**config.mk**
```make
export PLATFORM = sky130hd
export DESIGN_NAME = sipo_deserializer
export DESIGN_NICKNAME = d
export VERILOG_FILES = /design/src/rtl/sipo_deserializer_pkg.sv /design/src/rtl/mod_n_counter.sv /design/src/rtl/sipo_deserializer.sv
export SDC_FILE = /design/constraint.sdc
export NUM_CORES = 1
export LEC_CHECK = 0
export ABC_AREA = 1
export CAP_MARGIN = 20
export CORE_MARGIN = 2
export CORE_UTILIZATION = 36
export DETAILED_ROUTE_END_ITERATION = 10
export SLEW_MARGIN = 20
export SYNTH_ARGS = -nofsm -noshare
export SYNTH_HDL_FRONTEND = slang
export SYNTH_SLANG_ARGS = --single-unit
```
**constraint.sdc**
```tcl
create_clock -name clk -period 1.7 [get_ports clk]
set_input_delay 0.425 -clock clk [delete_from_list [all_inputs] [get_ports clk]]
set_output_delay 0.425 -clock clk [all_outputs]
set_load 0.1 [all_outputs]
```
**src/rtl/sipo_deserializer_pkg.sv**
```systemverilog
// Shared types and defaults for the serial-in/parallel-out deserializer.
package sipo_deserializer_pkg;

  localparam int unsigned DefaultWidth = 8;

  typedef enum logic [0:0] {
    StShift = 1'b0,
    StFull  = 1'b1
  } state_e;

endpackage

```
**src/rtl/mod_n_counter.sv**
```systemverilog
// Modulo-N up counter with synchronous active-low reset, clear and a wrap strobe.
module mod_n_counter #(
  parameter int unsigned N    = 8,
  parameter int unsigned CntW = $clog2(N)
) (
  input  logic            clk,
  input  logic            rst_n,
  input  logic            inc,
  input  logic            clr,
  output logic [CntW-1:0] count,
  output logic            wrap
);

  logic [CntW-1:0] count_q, count_d;
  logic            at_top;

  assign at_top = (count_q == CntW'(N - 1));

  always_comb begin
    count_d = count_q;
    if (clr) begin
      count_d = '0;
    end else if (inc) begin
      count_d = at_top ? '0 : count_q + CntW'(1);
    end
  end

  always_ff @(posedge clk) begin
    if (!rst_n) begin
      count_q <= '0;
    end else begin
      count_q <= count_d;
    end
  end

  // Clear suppresses the strobe so a discarded bit never completes a word.
  assign wrap  = inc & ~clr & at_top;
  assign count = count_q;

endmodule

```
**src/rtl/sipo_deserializer.sv**
```systemverilog
// Assembles a registered serial bit stream into WIDTH-bit words behind a valid/ready
// output slot, with a one-word park buffer that back-pressures the serial input.
module sipo_deserializer
  import sipo_deserializer_pkg::*;
#(
  parameter int unsigned WIDTH     = DefaultWidth,
  parameter bit          MSB_FIRST = 1'b1,
  parameter int unsigned CntW      = $clog2(WIDTH)
) (
  input  logic             clk,
  input  logic             rst_n,
  input  logic             d,
  input  logic             d_valid,
  output logic             d_ready,
  input  logic             clear,
  output logic [WIDTH-1:0] out_data,
  output logic             out_valid,
  input  logic             out_ready,
  output logic [CntW-1:0]  bit_cnt
);

  state_e           state_q;
  logic [WIDTH-1:0] shreg_q;
  logic [WIDTH-1:0] out_data_q;
  logic             out_valid_q;

  logic             accept;
  logic             complete;
  logic             slot_free;
  logic [WIDTH-1:0] shift_next;
  logic             load;
  logic [WIDTH-1:0] load_data;

  assign d_ready   = (state_q == StShift);
  assign accept    = d_valid & d_ready;
  assign slot_free = ~out_valid_q | out_ready;

  generate
    if (MSB_FIRST) begin : g_msb
      assign shift_next = {shreg_q[WIDTH-2:0], d};
    end else begin : g_lsb
      assign shift_next = {d, shreg_q[WIDTH-1:1]};
    end
  endgenerate

  mod_n_counter #(
    .N    (WIDTH),
    .CntW (CntW)
  ) u_bit_counter (
    .clk   (clk),
    .rst_n (rst_n),
    .inc   (accept),
    .clr   (clear),
    .count (bit_cnt),
    .wrap  (complete)
  );

  // A completed word goes straight to the slot when it frees up this cycle;
  // otherwise a parked word drains into the slot when the consumer takes the old one.
  always_comb begin
    load      = 1'b0;
    load_data = shreg_q;
    if (complete && slot_free) begin
      load      = 1'b1;
      load_data = shift_next;
    end else if (state_q == StFull && out_ready && !clear) begin
      load      = 1'b1;
      load_data = shreg_q;
    end
  end

  always_ff @(posedge clk) begin
    if (!rst_n) begin
      state_q     <= StShift;
      shreg_q     <= '0;
      out_data_q  <= '0;
      out_valid_q <= 1'b0;
    end else begin
      if (load) begin
        out_data_q  <= load_data;
        out_valid_q <= 1'b1;
      end else if (out_ready) begin
        out_valid_q <= 1'b0;
      end

      if (clear) begin
        shreg_q <= '0;
        state_q <= StShift;
      end else if (accept) begin
        shreg_q <= shift_next;
        if (complete && !slot_free) begin
          state_q <= StFull;
        end
      end else if (state_q == StFull && out_ready) begin
        state_q <= StShift;
      end
    end
  end

  assign out_data  = out_data_q;
  assign out_valid = out_valid_q;

endmodule

```
==> qor.csv, run 1 <==
stage;metric;value;unit
cts;worstSkewPairLatency;0.30;ns
cts;root_buffer;clkbuf_4;
critical_path;crit_required;1.27;ns
floorplan;dieArea;3260;µm²
status;status;finished clean;
cts;cts_max_level;1;
sta;worst_pin_slew;0.241;ns
synth;synth_cell_types;24;
power;leakage;0.551;nW
synth;synth_xor_area_frac;0;
drt;drc;0;
power;p_seq_frac;0.599;
synth;ys_warn_count;0;
sta;min_period_over_period;0.871;
synth;synth_top_family_by_area;simple AND/OR/NAND/NOR gates;
sta;skew;0.00685;ns
drt;vias_per_cell;5.22;
synth;synthSimpleGateAreaFrac;0.302;
floorplan;rows;19;
critical_path;ff2ff_setup_slack;0.24;ns
cts;cts_buffers;3;
synth;synth_cells;130;
sta;finalSetupViolCount;0;
cells_and_area;final_common_cell;nand2_1;
critical_path;critPathLaunchType;flop;
synth;avgSynthCellArea;7.81;µm²
critical_path;crit_type;flop to output port;
synth;synth_nets;138;
power;powerDensity;608;nW/µm²
drt;drt_iter0_markers;31;
power;combPwrFrac;0.121;
critical_path;rr_worst_depth;8;
synth;ys_ff_latch;21;
drt;vias;956;
cts;cts_buffer_depth;2;
global_route;gr-total-overflow;0;
synth;ys_seq_area_frac;0.414;
sta;finalCriticalPeriod;1.48;ns
critical_path;crit-reg2reg-capture;out_data[1];
placed_design;io_buffers;18;
sta;finalSetupTns;0;ns
cells_and_area;antennaDiodeCount;0;
drt;ant_nets;0;
drt;firstDrtPassIters;4;
synth;synthAdderAreaFrac;0.0247;
power;p_clk_frac;0.280;
cts;cts-hold-fix-buffers;0;
global_route;grt_pass1_wl;3.95;mm
job;max_cap_violations;0;
sta;fmaxAchievable;675;MHz
critical_path;endpoint_kind;output port;
cells_and_area;ff_latch_area;432;µm²
min_path;min_path_type;flop to flop;
global_route;antenna_found_initial;0;
power;switching_power;0.000219;W
power;ir_worst_vdd;0.430;mV
global_route;grt_max_degree;18;
critical_path;r2r-start;u_bit_counter.count[0];
synth;muxShareOfSynthArea;0;
sta;final_max_slew_viol_count;0;
cells_and_area;n_fill_cell;267;
power;finalPower;0.000851;W
drt;routed_wirelength;2.21;mm
drt;wl_per_cell;12.1;µm
critical_path;crit_start;state_q;
cells_and_area;layout.nets;161;
global_route;grt.total_usage;0.151;
cells_and_area;drive_gt1_frac;0.257;
critical_path;endpoint;d_ready;
placed_design;dp_hpwl;1.69;mm
cells_and_area;final_cell_mix;19 x nand2_1, 17 x nand3_1, 16 x a21oi_1, 16 x dfxtp_1, 13 x buf_12;
floorplan;die_y;57.1;µm
placed_design;gp_congestion;0.826;
min_path;min_from;shreg_q[4];
critical_path;worstPathMaxFanout;11;
cts;cts.sinks;21;
synth;synth_compound_area_frac;0.152;
sta;grt_setup_unrepaired;false;
power;power.internal;0.000632;W
floorplan;initial_core_util;0.374;
floorplan;io_pins;19;
cts;clk_pin_slew;0.11;ns
sta;finalHoldViolCount;0;
power;swShare;0.258;
cts;cts_tree;done;
floorplan;dieWidth;57.1;µm
floorplan;core;2710;µm²
sta;slew_headroom;0.839;
cells_and_area;area_delta_synth_final;37.9;%
critical_path;worstPathArrival;1.06;ns
cells_and_area;multiInputGateArea;485;µm²
synth;mappedNetlistArea;1010;µm²
global_route;grt_pass1_vias;896;
-- layout make-up --
class                      instances  share of cell area
tap                               31              0.0277
sequential                        21               0.309
clock buffer                       4              0.0188
multi-input combinational         88               0.347
inverter                          15              0.0438
timing repair buffer              24               0.254
-- critical path: stages, from the launching register on --
cell     delay (ns)
dfxtp_2        0.48
inv_2          0.10
buf_12         0.17
-- kinds of logic (layout without fill, tap and decap cells) --
group | Yosys count | in the layout
AND/OR/NAND/NOR | 57 | 57
AO/OA/AOI/OAI | 29 | 29
flip-flops | 21 | 21
buffers and inverters | 21 | 43
adder cells (fa/ha/maj) | 2 | 2
-- power groups by stage --
stage	logic (W)	clock network, W	registers (W)
after global routing	0.000111	0.000264	0.000511
after floorplan	0.0000438	0	0.000539
after global placement	0.000102	0	0.000520
after CTS	0.000104	0.000247	0.000509
after detailed placement	0.000103	0	0.000521
final	0.000103	0.000238	0.000509
-- per-stage QoR --
stage / utilization / cell area [µm²] / hold WS (ns) / setup slack [ns] / cells
final: 0.516 / 1400 / 0.505 / 0.219 / 183
after global routing: 0.516 / 1400 / 0.537 / 0.0662 / 183
after CTS: 0.516 / 1400 / 0.505 / 0.0600 / 183
after detailed placement: 0.506 / 1370 / 0.488 / 0.00442 / 179
after global placement: 0.506 / 1370 / 0.482 / 0.0237 / 179
after floorplan: - / 1020 / 0.454 / 0.0594 / 130
-- metal layers --
metal  global-route usage  wire, µm  vias up
met5                    0         0        -
met4               0.0498        38        0
met3               0.0227       109        5
met2                0.253      1050       23
met1                0.200      1010      443
li1                     -         -      485
-- worst min path at each step --
stage | to | slack [ns] | cells after the start
2_1_floorplan | shreg_q[1] | 0.45 | 2
3_3_place_gp | shreg_q[3] | 0.48 | 2
3_5_place_dp | shreg_q[4] | 0.49 | 2
4_1_cts | shreg_q[4] | 0.50 | 2
5_1_grt | shreg_q[1] | 0.54 | 2
6_report | shreg_q[4] | 0.50 | 2
-- state kept, by name, summed over array words and instances (netlist names) --
name and cells:
out_data 8, out_valid 1, shreg_q 8, state_q 1
u_bit_counter.count 3
-- cells in the mapped netlist --
cell | n | area, µm²
nand2_8 | 1 | 20.0
nand2_2 | 2 | 12.5
nand2_1 | 19 | 71.3
inv_1 | 10 | 37.5
nor2_4 | 1 | 11.3
a21oi_2 | 1 | 8.76
a21oi_1 | 16 | 80.1
dfxtp_1 | 21 | 420
inv_2 | 3 | 11.3
nand3_1 | 17 | 85.1
buf_6 | 2 | 22.5
nand3_2 | 1 | 10.0
nor2_1 | 6 | 22.5
inv_6 | 1 | 8.76
ha_1 | 2 | 25.0
nand3_4 | 1 | 17.5
nand4_1 | 8 | 50.1
buf_2 | 1 | 5.00
o21ai_0 | 11 | 55.1
o211a_1 | 1 | 10.0
buf_4 | 2 | 15.0
clkbuf_2 | 1 | 5.00
nor2_2 | 1 | 6.26
clkinv_1 | 1 | 3.75
-- what timing repair did --
action / 4_1_cts / 5_1_grt
setup endpoints to repair: 0 / 1
buffers inserted: 0 / 0
gates resized for setup: 0 / 1
Note: power is estimated with default switching activity, not from simulation.
==> run 2, diff against run 1 <==
Settings changed: GPL_ROUTABILITY_DRIVEN from default to 0.
==> results of run 2 <==
The final DEF is identical to that of run 1; final timing and power are the same.
==> run 3, diff against run 2 <==
Settings changed: ABC_AREA 1 to default.
==> qor.csv, run 3 <==
stage;metric;value;unit;change
cells_and_area;instances_no_fill;158;;-14%
critical_path;critPathLaunchType;flop;;
cells_and_area;area_delta_synth_final;40.8;%;
placed_design;dp.cells;154;;-14%
cts;cts-hold-fix-buffers;0;;unchanged
floorplan;initial_core_util;0.380;;+0.00588
synth;avgSynthCellArea;8.64;µm²;+11%
cts;cts.sinks;21;;unchanged
synth;synth_cell_types;22;;-8.3%
cts;cts_buffers;3;;unchanged
placed_design;io_buffers;18;;unchanged
sta;setup_ws;0.146;ns;-0.0733 ns
sta;worst_pin_slew;0.359;ns;+0.118 ns
cts;clk_pin_slew;0.11;ns;about the same
sta;finalCriticalPeriod;1.55;ns;+0.0733 ns
cells_and_area;layout.nets;137;;-15%
cells_and_area;antennaDiodeCount;0;;unchanged
sta;finalSetupViolCount;0;;unchanged
drt;ant_nets;0;;unchanged
floorplan;core;2480;µm²;-8.6%
synth;synth_largest_area_cell;dfxtp_1;;
cells_and_area;n_fill_cell;235;;-12%
global_route;met3_usage;0.0296;;+0.00689
global_route;grt_pass1_wl;3.45;mm;-13%
drt;wl_per_cell;12.2;µm;+0.70%
synth;synth_edf_count;0;;unchanged
global_route;grt_pass1_vias;806;;-10%
global_route;use_met2;0.254;;+0.00109
cells_and_area;utilization;0.535;;+0.0192
floorplan;dieArea;3040;µm²;-6.7%
drt;routed_wirelength;1.92;mm;-13%
cells_and_area;final_common_cell;nand2_1;;
global_route;grt_max_degree;12;;-6
drt;firstDrtPassIters;4;;unchanged
cts;root_buffer;clkbuf_4;;
sta;final_max_slew_viol_count;0;;unchanged
global_route;antenna_found_initial;0;;unchanged
synth;synthMostInstantiatedCell;nand2_1;;
power;leakage;0.440;nW;-20%
sta;finalHoldViolCount;0;;unchanged
sta;min_period_over_period;0.914;;+0.0431
critical_path;crit_required;1.93;ns;+0.66 ns
drt;vias_per_cell;5.02;;-3.9%
global_route;grt.total_usage;0.157;;+0.00567
synth;synthTopCellsByCount;36 x nand2_1, 21 x dfxtp_1, 10 x a21oi_1;;
placed_design;dp_hpwl;1.48;mm;-13%
sta;finalSetupTns;0;ns;unchanged
status;status;finished clean;;
synth;synth_nets;117;;-15%
cts;worstSkewPairLatency;0.29;ns;about the same
floorplan;rows;18;;-1
synth;synth_top_area_share;0.446;;+0.0319
placed_design;dpl-instance-area;1300;µm²;-5.2%
drt;drt_iter0_markers;9;;-71%
synth;ys_async_sr_fraction;0;;unchanged
drt;drc;0;;unchanged
cts;cts_tree;done;;
global_route;grt_use_met1;0.201;;+0.000663
sta;grt_setup_unrepaired;false;;
global_route;busiest_layer;met2;;
floorplan;die_y;55.2;µm;-3.4%
synth;mappedNetlistArea;942;µm²;-7.2%
floorplan;dieWidth;55.2;µm;-3.4%
sta;slew_headroom;0.760;;-0.0788
sta;skew;0.00199;ns;-0.00485 ns
cts;cts_setup_buffers;0;;unchanged
placed_design;dpl_worst_slack;-0.113;ns;-0.117 ns
drt;vias;793;;-17%
cts;cts_buffer_depth;2;;unchanged
power;ir_worst_vdd;0.423;mV;-1.5%
min_path;min_path_type;flop to flop;;
power;powerDensity;602;nW/µm²;-1.1%
cells_and_area;drive_gt1_frac;0.273;;+0.0169
global_route;gr-total-overflow;0;;unchanged
synth;ys_ff_latch;21;;unchanged
synth;netlist_top_cells_area;dfxtp_1 45%, nand2_1 14%, a31oi_2 11%;;
critical_path;worstPathArrival;1.78;ns;+0.72 ns
critical_path;worstPathMaxFanout;9;;-2
cells_and_area;fin_area;1330;µm²;-5.2%
sta;fmaxAchievable;643;MHz;-4.7%
job;max_cap_violations;0;;unchanged
cts;post_cts_resized;0;;unchanged
critical_path;endpoint_kind;flop;;
cts;cts_max_level;1;;unchanged
synth;ys_warn_count;0;;unchanged
synth;synth_cells;109;;-16%
critical_path;crit_type;flop to flop;;
floorplan;io_pins;19;;unchanged
cells_and_area;final_cell_mix;36 x nand2_1, 17 x dfxtp_1, 13 x buf_12;;
synth;synth_ff_type;dfxtp_1;;
synth;ys_seq_area_frac;0.446;;+0.0319
[run 3: changes by cell type after synthesis, sizes merged, moves of 2 or more]
cell,delta
o21ai,-11
nor2b,+2
nand2b,+2
a31oi,+8
clkbuf,+3
nor2,-5
o31ai,+8
nand4,-8
inv,-13
nand3,-19
a21oi,-7
nand2,+14
[run 3: final timing paths]
kind | start | end | slack (ns) | cells past startpoint
setup / recovery | u_bit_counter.count[0] | out_data[0] | 0.15 | 5
hold / removal | shreg_q[7] | shreg_q[7] | 0.48 | 2
setup reg to reg | u_bit_counter.count[0] | out_data[0] | 0.15 | 5
hold reg to reg | shreg_q[7] | shreg_q[7] | 0.48 | 2
[run 3: worst max-delay path, cell delays in order (launching register included)]
cell,delay [ns]
dfxtp_4,0.39
ha_1,0.15
ha_1,0.21
nand4bb_1,0.14
or2_2,0.42
a31oi_2,0.18
[run 3: cell type report]
cell class,count,area (µm²),area share
Clock buffer,4,26.3,0.0198
Inverter,1,3.75,0.00283
Tap cell,30,37.5,0.0283
Sequential cell,21,433,0.326
Timing Repair Buffer,23,348,0.262
Multi-Input combinational cell,79,478,0.360
[run 3: through the flow]
stage / total power, W / hold slack (ns)
floorplan: 0.000544 / 0.437
global placement: 0.000573 / 0.449
detailed placement: 0.000574 / 0.464
CTS: 0.000808 / 0.482
global route: 0.000837 / 0.498
finish: 0.000798 / 0.478
[run 3: metal layers]
| layer | wire, µm | part of all wire |
|---|---|---|
| met4 | 12 | 0.0062 |
| met2 | 949 | 0.49 |
| met3 | 61 | 0.032 |
| met5 | 0 | 0 |
| met1 | 899 | 0.47 |
[run 3: cell families after synthesis]
kind of cell / after synthesis / synth area share
and+or+nand+nor: 48 / 0.227
AOI/OAI and AO/OA: 28 / 0.243
DFF: 21 / 0.446
buffers and inverters: 9 / 0.0465
adders and majority gates: 2 / 0.0266
muxes: 1 / 0.0106
[run 3: where the power goes]
part | switching (W) | total [W] | leakage (nW) | internal, W
clock network | 0.000144 | 0.000235 | 0.0150 | 0.0000912
registers | 0.00000339 | 0.000494 | 0.172 | 0.000491
logic | 0.0000386 | 0.0000689 | 0.253 | 0.0000302
total | 0.000186 | 0.000798 | 0.440 | 0.000612
